[src/rtl/acl_spi_pkg.sv]
// acl_spi_pkg: sequencer states, ADXL362 command bytes and frame sizes
package acl_spi_pkg;

    typedef enum logic [2:0] {
        STARTUP,
        CFG_FRAME,
        GAP,
        WAIT,
        RD_FRAME
    } state_e;

    localparam logic [7:0] CMD_WRITE     = 8'h0A;
    localparam logic [7:0] CMD_READ      = 8'h0B;
    localparam logic [7:0] REG_POWER_CTL = 8'h2D;
    localparam logic [7:0] PWR_MEASURE   = 8'h02;
    localparam logic [7:0] REG_XDATA     = 8'h08;

    localparam logic [2:0] CFG_BYTES = 3'd3;
    localparam logic [2:0] RD_BYTES  = 3'd5;

    // Byte idx of the config write frame (cfg=1) or the XYZ read frame (cfg=0)
    function automatic logic [7:0] frame_byte(input logic cfg, input logic [2:0] idx);
        if (cfg)
            return idx == 3'd0 ? CMD_WRITE : idx == 3'd1 ? REG_POWER_CTL : PWR_MEASURE;
        return idx == 3'd0 ? CMD_READ : idx == 3'd1 ? REG_XDATA : 8'h00;
    endfunction

endpackage

[src/rtl/acl_spi_shifter.sv]
// acl_spi_shifter: one SPI mode-0 frame of n_bytes_i bytes, MSB first, CSN/SCLK/MOSI registered
module acl_spi_shifter #(
    parameter int CLK_DIV = 4
) (
    input  logic       pclk_i,
    input  logic       presetn_i,
    input  logic       start_i,
    input  logic [2:0] n_bytes_i,
    input  logic [7:0] tx_byte_i,
    output logic [2:0] tx_idx_o,
    output logic [7:0] rx_byte_o,
    output logic [2:0] rx_idx_o,
    output logic       rx_valid_o,
    output logic       done_o,
    input  logic       miso_i,
    output logic       mosi_o,
    output logic       sclk_o,
    output logic       csn_o
);
    import acl_spi_pkg::*;

    localparam int DW = CLK_DIV > 1 ? $clog2(CLK_DIV) : 1;

    logic          csn_q, sclk_q, mosi_q, rx_valid_q;
    logic [DW-1:0] div_q;
    logic [7:0]    half_q, half_n, two_n;
    logic [2:0]    nb_q, bit_q, byte_q, rx_idx_q;
    logic [6:0]    tx_sr_q, rx_sr_q;
    logic [7:0]    rx_byte_q, rx_next;
    logic          tick, rise, fall;

    // Half-period events: odd half n raises SCLK, even lowers it, half 2N+1 ends the frame
    always_comb begin
        two_n   = {1'b0, nb_q, 4'b0000};
        half_n  = half_q + 8'd1;
        tick    = !csn_q && div_q == DW'(CLK_DIV - 1);
        done_o  = tick && half_n == two_n + 8'd1;
        rise    = tick && half_n[0] && !done_o;
        fall    = tick && !half_n[0];
        rx_next = {rx_sr_q, miso_i};
    end

    // The top supplies the byte that will be loaded next: byte 0 at start, then one ahead
    assign tx_idx_o   = csn_q ? 3'd0 : byte_q + 3'd1;
    assign rx_byte_o  = rx_byte_q;
    assign rx_idx_o   = rx_idx_q;
    assign rx_valid_o = rx_valid_q;
    assign mosi_o     = mosi_q;
    assign sclk_o     = sclk_q;
    assign csn_o      = csn_q;

    // Frame engine: MOSI moves with CSN fall and SCLK falls, MISO is taken with SCLK rise
    always_ff @(posedge pclk_i or negedge presetn_i) begin
        if (!presetn_i) begin
            csn_q      <= 1'b1;
            sclk_q     <= 1'b0;
            mosi_q     <= 1'b0;
            div_q      <= '0;
            half_q     <= '0;
            nb_q       <= '0;
            bit_q      <= '0;
            byte_q     <= '0;
            tx_sr_q    <= '0;
            rx_sr_q    <= '0;
            rx_byte_q  <= '0;
            rx_idx_q   <= '0;
            rx_valid_q <= 1'b0;
        end else begin
            rx_valid_q <= 1'b0;
            if (start_i && csn_q) begin
                csn_q   <= 1'b0;
                div_q   <= '0;
                half_q  <= '0;
                nb_q    <= n_bytes_i;
                bit_q   <= '0;
                byte_q  <= '0;
                tx_sr_q <= tx_byte_i[6:0];
                mosi_q  <= tx_byte_i[7];
            end else if (!csn_q) begin
                div_q <= tick ? '0 : div_q + 1'b1;
                if (tick)
                    half_q <= half_n;
                if (done_o) begin
                    csn_q  <= 1'b1;
                    mosi_q <= 1'b0;
                end else if (rise) begin
                    sclk_q  <= 1'b1;
                    rx_sr_q <= rx_next[6:0];
                    if (bit_q == 3'd7) begin
                        rx_byte_q  <= rx_next;
                        rx_idx_q   <= byte_q;
                        rx_valid_q <= 1'b1;
                    end
                end else if (fall) begin
                    sclk_q <= 1'b0;
                    if (half_n == two_n) begin
                        mosi_q <= 1'b0;
                    end else if (bit_q == 3'd7) begin
                        bit_q   <= '0;
                        byte_q  <= byte_q + 3'd1;
                        tx_sr_q <= tx_byte_i[6:0];
                        mosi_q  <= tx_byte_i[7];
                    end else begin
                        bit_q   <= bit_q + 3'd1;
                        tx_sr_q <= {tx_sr_q[5:0], 1'b0};
                        mosi_q  <= tx_sr_q[6];
                    end
                end
            end
        end
    end

endmodule

[src/rtl/acl_spi_sampler.sv]
// acl_spi_sampler: configures the ADXL362 once, then polls X/Y/Z at a fixed rate over SPI
module acl_spi_sampler #(
    parameter int CLK_DIV       = 4,
    parameter int STARTUP_CYC   = 500000,
    parameter int SAMPLE_PERIOD = 50000,
    parameter int CS_GAP        = 8
) (
    input  logic        pclk_i,
    input  logic        presetn_i,
    input  logic        enable_i,
    input  logic        ACL_MISO,
    output logic        ACL_MOSI,
    output logic        ACL_SCLK,
    output logic        ACL_CSN,
    output logic [31:0] acl_data_o,
    output logic        data_valid_o,
    output logic        cfg_done_o,
    output logic        busy_o
);
    import acl_spi_pkg::*;

    localparam int SW = $clog2(STARTUP_CYC + 1);
    localparam int PW = $clog2(SAMPLE_PERIOD + 1);
    localparam int GW = $clog2(CS_GAP + 1);

    state_e        state_q, state_d;
    logic [SW-1:0] st_cnt_q, st_cnt_d;
    logic [PW-1:0] smp_cnt_q, smp_cnt_d;
    logic [GW-1:0] gap_cnt_q, gap_cnt_d;
    logic [23:0]   shadow_q, shadow_d, data_q;
    logic          busy_q, valid_q, cfg_done_q;
    logic          st_done, smp_done, gap_done, start, cfg_sel, rd_end;
    logic [2:0]    n_bytes, tx_idx, rx_idx;
    logic [7:0]    tx_byte, rx_byte;
    logic          sh_done, rx_valid;

    acl_spi_shifter #(.CLK_DIV(CLK_DIV)) u_shifter (
        .pclk_i     (pclk_i),
        .presetn_i  (presetn_i),
        .start_i    (start),
        .n_bytes_i  (n_bytes),
        .tx_byte_i  (tx_byte),
        .tx_idx_o   (tx_idx),
        .rx_byte_o  (rx_byte),
        .rx_idx_o   (rx_idx),
        .rx_valid_o (rx_valid),
        .done_o     (sh_done),
        .miso_i     (ACL_MISO),
        .mosi_o     (ACL_MOSI),
        .sclk_o     (ACL_SCLK),
        .csn_o      (ACL_CSN)
    );

    // Sequencer: next state, frame start and the three timers
    always_comb begin
        state_d   = state_q;
        start     = 1'b0;
        st_done   = st_cnt_q == SW'(STARTUP_CYC - 1);
        smp_done  = smp_cnt_q == PW'(SAMPLE_PERIOD - 1);
        gap_done  = gap_cnt_q == GW'(CS_GAP - 1);
        cfg_sel   = state_q == STARTUP || state_q == CFG_FRAME;
        n_bytes   = cfg_sel ? CFG_BYTES : RD_BYTES;
        tx_byte   = frame_byte(cfg_sel, tx_idx);
        rd_end    = sh_done && state_q == RD_FRAME;
        case (state_q)
            STARTUP:   if (st_done && enable_i) begin
                           start   = 1'b1;
                           state_d = CFG_FRAME;
                       end
            CFG_FRAME: if (sh_done) state_d = GAP;
            GAP:       if (gap_done) state_d = WAIT;
            WAIT:      if (smp_done && enable_i) begin
                           start   = 1'b1;
                           state_d = RD_FRAME;
                       end
            RD_FRAME:  if (sh_done) state_d = GAP;
            default:   state_d = STARTUP;
        endcase
        st_cnt_d  = st_done ? st_cnt_q : st_cnt_q + 1'b1;
        gap_cnt_d = state_q == GAP ? gap_cnt_q + 1'b1 : '0;
        smp_cnt_d = (start && state_q == WAIT) ? '0 : smp_done ? smp_cnt_q : smp_cnt_q + 1'b1;
    end

    // Shadow collects X, Y, Z (bytes 2..4 of a read frame) until the frame ends
    always_comb begin
        shadow_d = shadow_q;
        if (rx_valid && state_q == RD_FRAME) begin
            if (rx_idx == 3'd2) shadow_d[23:16] = rx_byte;
            if (rx_idx == 3'd3) shadow_d[15:8]  = rx_byte;
            if (rx_idx == 3'd4) shadow_d[7:0]   = rx_byte;
        end
    end

    // State, timers and output registers; the sample word updates only at a read-frame CSN rise
    always_ff @(posedge pclk_i or negedge presetn_i) begin
        if (!presetn_i) begin
            state_q    <= STARTUP;
            st_cnt_q   <= '0;
            smp_cnt_q  <= '0;
            gap_cnt_q  <= '0;
            shadow_q   <= '0;
            data_q     <= '0;
            busy_q     <= 1'b0;
            valid_q    <= 1'b0;
            cfg_done_q <= 1'b0;
        end else begin
            state_q    <= state_d;
            st_cnt_q   <= st_cnt_d;
            smp_cnt_q  <= smp_cnt_d;
            gap_cnt_q  <= gap_cnt_d;
            shadow_q   <= shadow_d;
            busy_q     <= start | (busy_q & ~sh_done);
            valid_q    <= rd_end;
            if (rd_end)
                data_q <= shadow_q;
            if (sh_done && state_q == CFG_FRAME)
                cfg_done_q <= 1'b1;
        end
    end

    assign acl_data_o   = {8'h00, data_q};
    assign data_valid_o = valid_q;
    assign cfg_done_o   = cfg_done_q;
    assign busy_o       = busy_q;

endmodule
[config.mk]
export PLATFORM = sky130hd
export DESIGN_NAME = acl_spi_sampler
export DESIGN_NICKNAME = d
export VERILOG_FILES = /design/src/rtl/acl_spi_pkg.sv /design/src/rtl/acl_spi_shifter.sv /design/src/rtl/acl_spi_sampler.sv
export SDC_FILE = /design/constraint.sdc
export NUM_CORES = 1
export LEC_CHECK = 0
export ABC_AREA = 1
export CAP_MARGIN = 10
export CORE_MARGIN = 2
export CORE_UTILIZATION = 35
export DETAILED_ROUTE_END_ITERATION = 6
export SLEW_MARGIN = 20
export SYNTH_ARGS = -nofsm -noshare
export SYNTH_HDL_FRONTEND = slang
export SYNTH_SLANG_ARGS = --single-unit
[constraint.sdc]
create_clock -name pclk_i -period 6.35 [get_ports pclk_i]
set_clock_uncertainty 0.15 [all_clocks]
set_input_delay 1.27 -clock pclk_i [delete_from_list [all_inputs] [get_ports pclk_i]]
set_output_delay 1.27 -clock pclk_i [all_outputs]
set_load 0.01 [all_outputs]
==> run summary <==
Hold Crit Depth: 1
Cell family with most CP delay: flip-flops
Via count: 4,927
Final Max Tran Viols: 0
# DRC: 0
Crit path DAT: 1630 ps
Synth cell types: 37
Initial antenna violation count: 0
Worst skew pair latency: 430 ps
Worst Setup End Kind: primary output
Die Wd: 143 um
Worst endpoint required time: 4930 ps
Initial Utilization: 0.359
Std cell rows: 50
Number of global-route vias before repair: 4,674
Top Ports: 42
Tcrit/Tclk final: 0.481
Synth Instances: 780
Status: completed
CTS clk-pin slew, worst paths: 60 ps
Routability cong.: 0.826
Sequential share of the synthesized area: 0.522
Total die area: 20,500 um^2
Final Critical Period: 3050 ps
Wire length per cell: 12.0 um
Cells on worst reg2reg path: 10
Final core utilization: 0.421
Largest net degree at the start of global routing: 90
Worst path slowest cell: dfstp_2
Max-cap violation count: 0
Least-Margin Pin Slew: 832 ps
First-pass GRT wire length: 22.4 mm
Mapped cell area: 6760 um^2
RSZ-0062 raised after global routing: no
CTS buffer count: 17
WL final: 13.0 mm
Max incr delay on CP: 640 ps
Setup Buffers After CTS: 0
Setup tns final: 0 ps
Mean Syn Cell Area: 8.67 um^2
Crit path buffers/inverters: 1
Fmax: 327 MHz
Worst Hold Margin: 315 ps
DR pass1 iterations: 5
Synth Warn #: 0
Hpwl dp: 8.94 mm
Number of DRC markers in iteration 0: 298
PostCTS Resize Cnt: 0
Worst path cell trace: clkdlybuf4s50_1
Layout cell share with drive strength beyond 1: 0.103
Layout fillers: 1,890
WP depth: 1
H-tree levels: 4
Die Y: 143 um
Gr ovfl total: 0
Buffers on Ports: 33
#FFs+latches synth: 141
Type of the worst min-delay path: flop to flop
Final net count: 828
Clock buffer depth: 2
Startpoint type of the worst setup path: flop
Pwr/cell area: 252 nW/um^2
Root Buffer: clkbuf_16
CTS tree: done
Most frequent cells in the layout: nand2_1, dfrtp_1, inv_1
Via density: 4.53
Endpoints failing hold: 0
Worst vdd ir: 0.000180 V
Detail Route Antenna Nets: 0
Total GRT Usage: 0.138
Setup violators final: 0
Clk sinks: 141
Leak: 3.70 nW
Hold-fix buffer count after cts: 0
Kind of critical path: flop to primary output
Syn-to-layout area delta: 17.1%
Final antenna diode count: 0
Worst-path fanout max: 9
CORE AREA: 18,800 um^2
Slew HR: 0.446
Commonest non-fill, non-tap cell in the layout: nand2_1
## area by class of cell
type                    count  area [um^2]  share of cell area
flip-flops and latches    141         3530               0.446
multi-input cells         515         2700               0.340
clock buffers              18          429              0.0542
inverters                 105          394              0.0498
repair buffers             34          339              0.0428
well taps                 260          325              0.0411
clock inverters            14          208              0.0262
## synth_stat cells (all sizes together)
cell type / n / share of area
nand2: 212 / 0.12
dfrtp: 140 / 0.52
inv: 105 / 0.058
o21ai: 75 / 0.071
nand3: 67 / 0.051
nor2: 55 / 0.034
buf: 22 / 0.026
nand4: 22 / 0.020
xor2: 21 / 0.027
nor3: 15 / 0.015
ha: 10 / 0.018
xnor2: 10 / 0.013
a21oi: 8 / 0.0059
clkbuf: 4 / 0.0022
nor4: 3 / 0.0046
o21bai: 2 / 0.0022
o22ai: 2 / 0.0018
a21boi: 1 / 0.0011
conb: 1 / 0.00055
dfstp: 1 / 0.0039
nor3b: 1 / 0.0011
o21a: 1 / 0.0011
or2: 1 / 0.00093
or4: 1 / 0.0011
## metal layers
layer	wire, um	global-route usage
met5	0	0
met2	5860	0.212
met4	156	0.0469
met3	472	0.0366
met1	6550	0.189
## worst paths after layout
path                                                 from                                  to  slack, ps
worst max-delay path            u_shifter.csn_o$_DFF_PN1_                             ACL_CSN       3300
min in group asynchronous                       presetn_i             shadow_q[2]$_DFFE_PN0P_        740
worst min register to register   st_cnt_q[17]$_DFFE_PN0P_            st_cnt_q[17]$_DFFE_PN0P_        310
max in group asynchronous                       presetn_i            shadow_q[11]$_DFFE_PN0P_       4160
worst max register to register  u_shifter.csn_o$_DFF_PN1_  u_shifter.rx_byte_o[0]$_DFFE_PN0P_       3540
worst min-delay path             st_cnt_q[17]$_DFFE_PN0P_            st_cnt_q[17]$_DFFE_PN0P_        310
## through the flow
step | setup slack (ps) | instance area (um^2) | power (mW) | cells
floorplan | 4110 | 6790 | 0.921 | 787
global placement | 3130 | 7270 | 0.939 | 1055
detailed placement | 3060 | 7270 | 0.939 | 1055
CTS | 3280 | 7900 | 2.01 | 1087
global route | 3240 | 7920 | 2.06 | 1087
finish | 3300 | 7920 | 1.99 | 1087
## power by group
part           switching, mW  leakage [nW]  internal, mW
logic                 0.0197          1.60       0.00209
clock network          0.406         0.310         0.666
registers                  0          1.79         0.899
total                  0.425          3.70          1.57
## logic make-up after synthesis
group,synth area share
buffers and inverters,0.0860
other,0.000554
xor gates and xnor gates,0.0401
and+or+nand+nor,0.250
adders and majority gates,0.0185
DFF,0.522
AOI/OAI and AO/OA,0.0832
## sequential cells by signal, summed over array words and instances, names as in the netlist, 2 cells and up
signal / flops
smp_cnt_q: 16
u_shifter.tx_sr_q: 7
u_shifter.bit_q: 3
gap_cnt_q: 4
u_shifter.rx_idx_o: 3
u_shifter.rx_byte_o: 8
u_shifter.byte_q: 3
shadow_q: 24
u_shifter.nb_q: 3
data_q: 24
st_cnt_q: 19
state_q: 3
u_shifter.rx_sr_q: 7
u_shifter.half_q: 8
u_shifter.div_q: 2
(Power assumes the default switching activity.)
